===== src/rtl/seq_pkg.sv =====
// rtl/seq_pkg.sv - shared states and default widths for the serial pattern transmitter
package seq_pkg;

    localparam int DEF_PAT_W = 8;
    localparam int DEF_CNT_W = 4;
    localparam int DEF_GAP_W = 4;

    typedef enum logic [1:0] {
        TX_IDLE,
        TX_SHIFT,
        TX_GAP
    } tx_state_t;

endpackage


===== src/rtl/seq_pattern_tx.sv =====
// rtl/seq_pattern_tx.sv - MSB-first serial pattern source with repeat count and idle gap
module seq_pattern_tx
    import seq_pkg::*;
#(
    parameter int PAT_W = DEF_PAT_W,
    parameter int CNT_W = DEF_CNT_W,
    parameter int GAP_W = DEF_GAP_W
) (
    input  logic                         clk,
    input  logic                         rst,
    input  logic                         pat_valid,
    output logic                         pat_ready,
    input  logic [PAT_W-1:0]             pat_data,
    input  logic [$clog2(PAT_W+1)-1:0]   pat_len,
    input  logic [CNT_W-1:0]             rep_cnt,
    input  logic [GAP_W-1:0]             gap_len,
    input  logic                         abort,
    output logic                         s_data,
    output logic                         s_valid,
    output logic                         frame_start,
    output logic                         busy,
    output logic                         done
);

    localparam int LEN_W = $clog2(PAT_W + 1);
    localparam int IDX_W = $clog2(PAT_W);

    tx_state_t          state, nxt_state;
    logic [PAT_W-1:0]   pat_q, nxt_pat;
    logic [IDX_W-1:0]   len_m1_q, nxt_len_m1;
    logic [GAP_W-1:0]   gap_q, nxt_gap;
    logic [IDX_W-1:0]   bit_idx, nxt_idx;
    logic [CNT_W-1:0]   rep_left, nxt_rep;
    logic [GAP_W-1:0]   gap_cnt, nxt_gap_cnt;
    logic [IDX_W-1:0]   acc_len_m1;
    logic               done_evt;

    assign pat_ready = (state == TX_IDLE) && !rst;
    assign busy      = (state != TX_IDLE);

    // Zero or oversize length both mean a full-width pattern.
    always_comb begin
        if (pat_len == '0 || pat_len > LEN_W'(PAT_W))
            acc_len_m1 = IDX_W'(PAT_W - 1);
        else
            acc_len_m1 = IDX_W'(pat_len - 1'b1);
    end

    always_comb begin
        nxt_state   = state;
        nxt_pat     = pat_q;
        nxt_len_m1  = len_m1_q;
        nxt_gap     = gap_q;
        nxt_idx     = bit_idx;
        nxt_rep     = rep_left;
        nxt_gap_cnt = gap_cnt;
        done_evt    = 1'b0;
        case (state)
            TX_IDLE: begin
                if (pat_valid) begin
                    nxt_state  = TX_SHIFT;
                    nxt_pat    = pat_data;
                    nxt_len_m1 = acc_len_m1;
                    nxt_gap    = gap_len;
                    nxt_idx    = acc_len_m1;
                    nxt_rep    = rep_cnt;
                end
            end
            TX_SHIFT: begin
                if (abort) begin
                    nxt_state = TX_IDLE;
                end else if (bit_idx != '0) begin
                    nxt_idx = bit_idx - 1'b1;
                end else if (rep_left == '0) begin
                    nxt_state = TX_IDLE;
                    done_evt  = 1'b1;
                end else if (gap_q == '0) begin
                    nxt_rep = rep_left - 1'b1;
                    nxt_idx = len_m1_q;
                end else begin
                    nxt_rep     = rep_left - 1'b1;
                    nxt_gap_cnt = gap_q;
                    nxt_state   = TX_GAP;
                end
            end
            TX_GAP: begin
                if (abort) begin
                    nxt_state = TX_IDLE;
                end else begin
                    if (gap_cnt != '0)
                        nxt_gap_cnt = gap_cnt - 1'b1;
                    if (gap_cnt <= GAP_W'(1)) begin
                        nxt_state = TX_SHIFT;
                        nxt_idx   = len_m1_q;
                    end
                end
            end
            default: nxt_state = TX_IDLE;
        endcase
    end

    // Outputs are registered from the next state so they line up with the state they describe.
    always_ff @(posedge clk or posedge rst) begin
        if (rst) begin
            state       <= TX_IDLE;
            pat_q       <= '0;
            len_m1_q    <= '0;
            gap_q       <= '0;
            bit_idx     <= '0;
            rep_left    <= '0;
            gap_cnt     <= '0;
            s_data      <= 1'b0;
            s_valid     <= 1'b0;
            frame_start <= 1'b0;
            done        <= 1'b0;
        end else begin
            state       <= nxt_state;
            pat_q       <= nxt_pat;
            len_m1_q    <= nxt_len_m1;
            gap_q       <= nxt_gap;
            bit_idx     <= nxt_idx;
            rep_left    <= nxt_rep;
            gap_cnt     <= nxt_gap_cnt;
            s_valid     <= (nxt_state == TX_SHIFT);
            s_data      <= (nxt_state == TX_SHIFT) && nxt_pat[nxt_idx];
            frame_start <= (nxt_state == TX_SHIFT) && (nxt_idx == nxt_len_m1);
            done        <= done_evt;
        end
    end

endmodule


===== config.mk =====
export PLATFORM = sky130hd
export DESIGN_NAME = seq_pattern_tx
export DESIGN_NICKNAME = d
export VERILOG_FILES = /design/src/rtl/seq_pkg.sv /design/src/rtl/seq_pattern_tx.sv
export SDC_FILE = /design/constraint.sdc
export NUM_CORES = 1
export LEC_CHECK = 0
export ABC_AREA = 1
export BUFFER_PORTS_ARGS = -buffer_cell sky130_fd_sc_hd__buf_2
export CORE_UTILIZATION = 30
export CTS_CLUSTER_SIZE = 14
export DETAILED_ROUTE_END_ITERATION = 8
export SYNTH_ARGS = -nofsm -noshare
export SYNTH_HDL_FRONTEND = slang
export SYNTH_SLANG_ARGS = --single-unit

===== constraint.sdc =====
create_clock -name clk -period 5.1 [get_ports clk]
set_input_delay 0.255 -clock clk [delete_from_list [all_inputs] [get_ports clk]]
set_output_delay 0.255 -clock clk [all_outputs]
set_load 0.005 [all_outputs]

==> metrics.log, run 1 <==
INFO  metric ir_worst_vdd = 0.234 mV
INFO  metric max_slew.worst_pin.slew = 0.615 ns
INFO  metric grt_first_pass_wirelength = 7.29 mm
INFO  metric sequential_fraction_of_the_synthesis_area = 0.413
INFO  metric count_of_unique_library_cells_instantiated_by_yosys = 26
INFO  metric clk_root_buffer_cell = sky130_fd_sc_hd__clkbuf_8
INFO  metric syn_avg_cell_area = 7.75 um2
INFO  metric grt.met3_usage = 0.0484
INFO  metric worst_hold_check_slack = 0.0451 ns
INFO  metric fin_worst_skew = 0.00353 ns
INFO  metric coreArea = 6060 um2
INFO  metric post-dp-hpwl = 3.28 mm
INFO  metric clock_path_buffers = 2
INFO  metric criticalPathCategory = flip-flop to flip-flop
INFO  metric post_synth_instance_area = 1940 um2
INFO  metric synth_largest_type_area_fraction = 0.413
INFO  metric cts_made_buffers = 5
INFO  metric number_of_nets_in_the_final_layout = 314
INFO  metric grt_util_met1 = 0.179
INFO  metric crit_path_max_fanout = 20
INFO  metric syn_to_final_growth = 15.0%
INFO  metric grt_max_degree = 21
INFO  metric cts_tree = yes
INFO  metric residual_drc = 0
INFO  metric reg2reg_from = state[0]
INFO  metric count_leader_synth = sky130_fd_sc_hd__nand2_1
INFO  metric timing.final.crit_period = 2.03 ns
INFO  metric routed_wire_length_per_instance = 11.6 um
INFO  metric max_clock_freq = 493 MHz
INFO  metric globalRouteMet2Util = 0.240
INFO  metric stdcell_count = 359
INFO  metric holdBufCountCts = 0
INFO  metric detailroute.via_count = 1656
INFO  metric dpl.cell_count = 352
INFO  metric grt.busiest_layer = met2
INFO  metric drive_gt1_frac = 0.222
INFO  metric run_status = complete, no violations
INFO  metric synth_edf_count = 0
INFO  metric total_area_of_multi_input_combinational_cells = 953 um2
INFO  metric insertion_delay_to_the_later_sink_of_the_worst_skew_pair = 0.28 ns
INFO  metric floorplan.die.height = 82.4 um
INFO  metric drt_first_pass_iters = 4
INFO  metric postSynthRegisterBits = 32
INFO  metric synthDominantAreaCellType = sky130_fd_sc_hd__dfrtp_1
INFO  metric ant_nets = 0
INFO  metric post_synth_main_area_contributors = sky130_fd_sc_hd__dfrtp_1 41%, sky130_fd_sc_hd__nand2_1 12%, sky130_fd_sc_hd__inv_1 6.6%
INFO  metric period_utilization = 0.397
INFO  metric cts-htree-levels = 2
INFO  metric max-slew-margin-rel = 0.589
INFO  metric syn-instance-count = 250
INFO  metric die-area = 6790 um2
INFO  metric power.static_leakage = 1.15 nW
INFO  metric setup.worst_path.start = state[0]
INFO  metric cp.required = 5.28 ns
INFO  metric slew_viols_final = 0
INFO  metric worstSetupStartpointType = flip-flop
INFO  metric global_route_total_overflow = 0
INFO  metric final_count_of_negative_setup_slack_endpoints = 0
INFO  metric drt-initial-drc-count = 73
INFO  metric maxCapViolations = 0
INFO  metric num_antenna_cells = 0
INFO  metric post_drt_via_cell_ratio = 4.61
INFO  metric synth_fp_nets = 280
INFO  metric clock_transition_at_path_regs = 0.07 ns
INFO  metric sequential_cell_area = 801 um2
INFO  metric numClockSinks = 32
INFO  metric grt_pass1_vias = 1617
INFO  metric die_width = 82.4 um
INFO  metric wirelength = 4.17 mm
INFO  metric cts_repair_resize_count = 0
INFO  metric layout.filler_cells = 675
INFO  metric post-layout-total-power = 0.00130 W
INFO  metric hold_violations = 0
INFO  metric groute.usage.overall = 0.145
INFO  metric power_per_cell_area = 581 nW/um2
INFO  metric rsz0062_at_grt = no
INFO  metric portBuffers = 29
INFO  metric cts_setup_buffers = 0
INFO  metric start_util = 0.320
INFO  metric critPathCaptureType = flip-flop
INFO  metric gp_congestion = 0.806
INFO  metric synth_warnings = 0
INFO  metric synth-async-reset-ratio = 1.00
INFO  metric timing.setup.tns = 0 ns
INFO  metric synth-main-ff-cell = sky130_fd_sc_hd__dfrtp_1
INFO  metric antenna_violations_before_repair = 0
INFO  metric cp_data_arrival_time = 2.20 ns
INFO  metric worstHoldPathType = primary input to async pin
INFO  metric io_pins = 30
INFO  metric rows = 28
INFO  metric synth.top_cells.by_count = 60 x sky130_fd_sc_hd__nand2_1, 34 x sky130_fd_sc_hd__inv_1, 32 x sky130_fd_sc_hd__dfrtp_1
## layout by cell type, fill, tap and decap left out, drive strengths merged
cell type | Yosys | final
o21bai | 2 | 2
nand3 | 22 | 22
a21boi | 1 | 1
inv | 40 | 40
o21ai | 26 | 26
dfrtp | 32 | 32
nor2 | 26 | 26
clkinv | 0 | 1
ha | 6 | 6
nor3 | 2 | 2
clkbuf | 0 | 6
buf | 3 | 30
nand2 | 70 | 70
xnor2 | 1 | 1
xor2 | 4 | 4
nand4 | 3 | 3
a21oi | 3 | 3
o211ai | 3 | 3
or2 | 6 | 6
## area by class of cell
type / instances / area share
Multi-Input combinational cell: 175 / 0.428
Sequential cell: 32 / 0.359
Timing Repair Buffer: 30 / 0.0685
Inverter: 40 / 0.0674
Tap cell: 75 / 0.0421
Clock buffer: 6 / 0.0326
Clock inverter: 1 / 0.00225
## worst max-delay path, cell delays in order, from the launching register on
cell and delay [ns]:
sky130_fd_sc_hd__dfrtp_1 0.45, sky130_fd_sc_hd__inv_2 0.09, sky130_fd_sc_hd__nand2_2 0.08, sky130_fd_sc_hd__nor2_4 0.42, sky130_fd_sc_hd__inv_2 0.24, sky130_fd_sc_hd__o21ai_1 0.23
sky130_fd_sc_hd__nand3_1 0.10, sky130_fd_sc_hd__nand3_1 0.09, sky130_fd_sc_hd__nand3_1 0.09, sky130_fd_sc_hd__nand2_1 0.08, sky130_fd_sc_hd__nor2_1 0.04
## through the flow
step	area, um2	setup slack (ns)	util
after global routing	2230	2.85	0.368
after floorplan	1940	3.36	-
after global placement	2150	3.07	0.355
after detailed placement	2150	3.05	0.355
after CTS	2230	3.03	0.368
final	2230	3.07	0.368
## cells by family after synthesis
family | Yosys count | synth area share
adder cells (fa/ha/maj) | 6 | 0.0387
buffers and inverters | 43 | 0.0949
XOR/XNOR | 5 | 0.0226
flip-flops | 32 | 0.413
AND/OR/NAND/NOR | 129 | 0.329
AO/OA/AOI/OAI | 35 | 0.102
## worst paths after layout
path	to	slack [ns]	depth (start not counted)
max	s_data	3.07	10
min	state[0]	0.05	2
max reg2reg	s_data	3.07	10
min reg2reg	pat_q[6]	0.50	2
max in group asynchronous	pat_q[3]	4.39	3
min in group clk	gap_q[3]	0.18	3
## metal layers
metal,routed length [um],vias up
met5,0,-
met4,57,0
met3,214,9
met2,1960,40
met1,1940,750
li1,-,857
## registers in the layout (all words and copies together) (netlist names), 2 cells and up
| name | count |
|---|---|
| pat_q | 8 |
| gap_cnt | 4 |
| gap_q | 4 |
| rep_left | 4 |
| bit_idx | 3 |
| len_m1_q | 3 |
| state | 2 |
## power by group
part           internal, W  switching (W)
Clock            0.0000926      0.0000915
Combinational     0.000244       0.000424
Sequential        0.000373      0.0000710
Total             0.000709       0.000587
(Power assumes the default switching activity.)
==> run 2: changes to the inputs <==
==> constraint.sdc (replaced) <==
create_clock -name clk -period 1.94 [get_ports clk]
set_input_delay 0.097 -clock clk [delete_from_list [all_inputs] [get_ports clk]]
set_output_delay 0.097 -clock clk [all_outputs]
set_load 0.005 [all_outputs]
==> run 2 against run 1 <==
Against the previous run: via count up 2.7%; clock skew up 0.0010 ns; clock-buffer cell count up 2; wire length up 3.7%; combinational power rose to 3.3 times the previous value; global-route usage down 0.19 points.
==> metrics.log, run 2 (same netlist as run 1, synthesis figures left out) <==
INFO  metric power.static_leakage = 1.24 nW (+8.3%)
INFO  metric clock_transition_at_path_regs = 0.07 ns (about the same)
INFO  metric run_status = complete, no violations
INFO  metric timing.final.crit_period = 1.85 ns (-0.174 ns)
INFO  metric residual_drc = 0 (unchanged)
INFO  metric power_per_cell_area = 1590 nW/um2 (+170%)
INFO  metric final_count_of_negative_setup_slack_endpoints = 0 (unchanged)
INFO  metric gp_congestion = 0.852 (+5.8%)
INFO  metric placement.setup.worst_slack = -0.112 ns (-3.16 ns)
INFO  metric wirelength = 4.32 mm (+3.7%)
INFO  metric clk_root_buffer_cell = sky130_fd_sc_hd__clkbuf_8
INFO  metric slew_viols_final = 0 (unchanged)
INFO  metric worstHoldPathType = primary input to flip-flop
INFO  metric grt_first_pass_wirelength = 7.33 mm (+0.47%)
INFO  metric dr_wl_met2 = 2.07 mm (+5.9%)
INFO  metric coreArea = 6060 um2 (unchanged)
INFO  metric cp.required = 2.12 ns (-3.16 ns)
INFO  metric grt_pass1_vias = 1667 (+3.1%)
INFO  metric period_utilization = 0.955 (+0.557)
INFO  metric start_util = 0.320 (unchanged)
INFO  metric groute.usage.overall = 0.143 (-0.00191)
INFO  metric max-slew-margin-rel = 0.718 (+0.129)
INFO  metric drt-initial-drc-count = 96 (+32%)
INFO  metric cts_made_buffers = 5 (unchanged)
INFO  metric floorplan.die.height = 82.4 um (unchanged)
INFO  metric dpl.cell_count = 357 (+1.4%)
INFO  metric drt_first_pass_iters = 4 (unchanged)
INFO  metric stdcell_count = 378 (+5.3%)
INFO  metric maxUsedRoutingLayer = met4
INFO  metric critPathCaptureType = flip-flop
INFO  metric fin_worst_skew = 0.00458 ns (+0.00104 ns)
INFO  metric most_common_library_cell_in_the_layout_ignoring_fill_and_taps = sky130_fd_sc_hd__nand2_1
INFO  metric criticalPathCategory = flip-flop to flip-flop
INFO  metric ir_worst_vdd = 0.688 mV (+190%)
INFO  metric global_route_total_overflow = 0 (unchanged)
INFO  metric number_of_flip_flops_under_the_largest_register_name = 8 (unchanged)
INFO  metric ant_nets = 0 (unchanged)
INFO  metric post-dp-hpwl = 3.19 mm (-2.6%)
INFO  metric die-area = 6790 um2 (unchanged)
INFO  metric largest-register = pat_q
INFO  metric syn_to_final_growth = 27.0%
INFO  metric max_slew.worst_pin.slew = 0.423 ns (-0.192 ns)
INFO  metric die_width = 82.4 um (unchanged)
INFO  metric portBuffers = 29 (unchanged)
INFO  metric cts-htree-levels = 2 (unchanged)
INFO  metric setup_ws = 0.0879 ns (-2.99 ns)
INFO  metric cts_tree = yes
INFO  metric num_antenna_cells = 0 (unchanged)
INFO  metric number_of_nets_in_the_final_layout = 332 (+5.7%)
INFO  metric drive_gt1_frac = 0.320 (+0.0983)
INFO  metric rsz0062_at_grt = yes
INFO  metric hold_violations = 0 (unchanged)
INFO  metric timing.setup.tns = 0 ns (unchanged)
INFO  metric grt_max_degree = 33 (+57%)
INFO  metric maxCapViolations = 0 (unchanged)
INFO  metric worstSetupStartpointType = flip-flop
INFO  metric insertion_delay_to_the_later_sink_of_the_worst_skew_pair = 0.29 ns (about the same)
INFO  metric io_pins = 30 (unchanged)
INFO  metric crit_path_max_fanout = 6 (-70%)
INFO  metric routed_wire_length_per_instance = 11.4 um (-1.5%)
INFO  metric met3_wirelength = 187 um (-13%)
INFO  metric post_drt_via_cell_ratio = 4.50 (-2.5%)
INFO  metric numClockSinks = 32 (unchanged)
INFO  metric cp_data_arrival_time = 2.03 ns (-0.17 ns)
INFO  metric clock_path_buffers = 2 (unchanged)
INFO  metric m1WireLength = 2.02 mm (+3.9%)
INFO  metric final_cell_mix = 56 x sky130_fd_sc_hd__nand2_1, 32 x sky130_fd_sc_hd__dfrtp_1, 29 x sky130_fd_sc_hd__buf_2, 28 x sky130_fd_sc_hd__inv_1, 20 x sky130_fd_sc_hd__nand3_1
INFO  metric detailroute.via_count = 1700 (+2.7%)
INFO  metric max_clock_freq = 540 MHz (+9.4%)
INFO  metric rows = 28 (unchanged)
INFO  metric antenna_violations_before_repair = 0 (unchanged)
-- run 2: cell count changes in the layout (fill, tap and decap cells not counted), moves of 2 or more --
cell and delta:
sky130_fd_sc_hd__buf_4 +15, sky130_fd_sc_hd__inv_1 -6, sky130_fd_sc_hd__nand2_1 -4, sky130_fd_sc_hd__ha_1 -3
sky130_fd_sc_hd__nor2_4 +2, sky130_fd_sc_hd__ha_4 +3, sky130_fd_sc_hd__nand2_2 +3, sky130_fd_sc_hd__inv_2 +6
sky130_fd_sc_hd__nor2_1 -2, sky130_fd_sc_hd__buf_6 +2
-- run 2: path summary, 6_finish.rpt --
| check | to | cells after the start | from | slack, ns |
|---|---|---|---|---|
| worst min-delay path | gap_q[0] | 3 | gap_len[0] | 0.01 |
| worst max register to register | s_data | 15 | gap_cnt[1] | 0.09 |
| max in group asynchronous | s_data | 4 | rst | 1.18 |
| min in group asynchronous | state[0] | 4 | rst | 0.45 |
| worst max-delay path | s_data | 15 | gap_cnt[1] | 0.09 |
| worst min register to register | pat_q[7] | 2 | pat_q[7] | 0.48 |
-- run 2: power by group --
part | internal (W) | total (W) | switching [W] | leakage, nW
Clock | 0.000289 | 0.000539 | 0.000250 | 0.0455
Combinational | 0.000932 | 0.00222 | 0.00129 | 0.811
Sequential | 0.000980 | 0.00115 | 0.000172 | 0.385
Total | 0.00220 | 0.00391 | 0.00171 | 1.24
-- run 2: cell type report --
class	count	area [um2]
Clock buffer	8	90.1
Tap cell	75	93.8
Multi-Input combinational cell	175	1030
Inverter	40	150
Timing Repair Buffer	48	298
Sequential cell	32	801
Fill cell	625	3600
-- run 2: worst max-delay path: stages (launching register included) --
cell                      delay, ns
sky130_fd_sc_hd__dfrtp_1       0.38
sky130_fd_sc_hd__inv_2         0.11
sky130_fd_sc_hd__ha_4          0.15
sky130_fd_sc_hd__inv_2         0.04
sky130_fd_sc_hd__nand2_2       0.05
sky130_fd_sc_hd__nand2_2       0.06
sky130_fd_sc_hd__nor2_4        0.16
sky130_fd_sc_hd__nor2_4        0.07
sky130_fd_sc_hd__nand2_4       0.10
sky130_fd_sc_hd__nand2_4       0.06
sky130_fd_sc_hd__nand2_4       0.10
sky130_fd_sc_hd__nand2_4       0.09
sky130_fd_sc_hd__o21ai_2       0.16
sky130_fd_sc_hd__nor2_2        0.06
sky130_fd_sc_hd__nor2_1        0.10
sky130_fd_sc_hd__nor2_1        0.04
-- run 2: per-stage QoR --
stage | cell area [um2] | power (W) | hold slack [ns] | utilization
after global routing | 2460 | 0.00429 | 0.0320 | 0.406
after detailed placement | 2190 | 0.00298 | 0.226 | 0.361
after CTS | 2310 | 0.00358 | 0.0138 | 0.381
after floorplan | 1940 | 0.00255 | 0.170 | -
after global placement | 2190 | 0.00296 | 0.223 | 0.361
final | 2460 | 0.00391 | 0.0146 | 0.406
-- run 2: layer usage --
| metal | up-vias | global-route usage |
|---|---|---|
| li1 | 893 | - |
| met5 | - | 0 |
| met1 | 772 | 0.184 |
| met3 | 6 | 0.0297 |
| met2 | 29 | 0.240 |
| met4 | 0 | 0.0421 |
-- run 2: repair_timing --
action,in CTS,in global routing
endpoints found under the setup margin,2,2
resized for setup,2,23
hold buffers,1,0
pin swaps,1,17
setup buffers,2,10
endpoints found under the hold margin,32,0
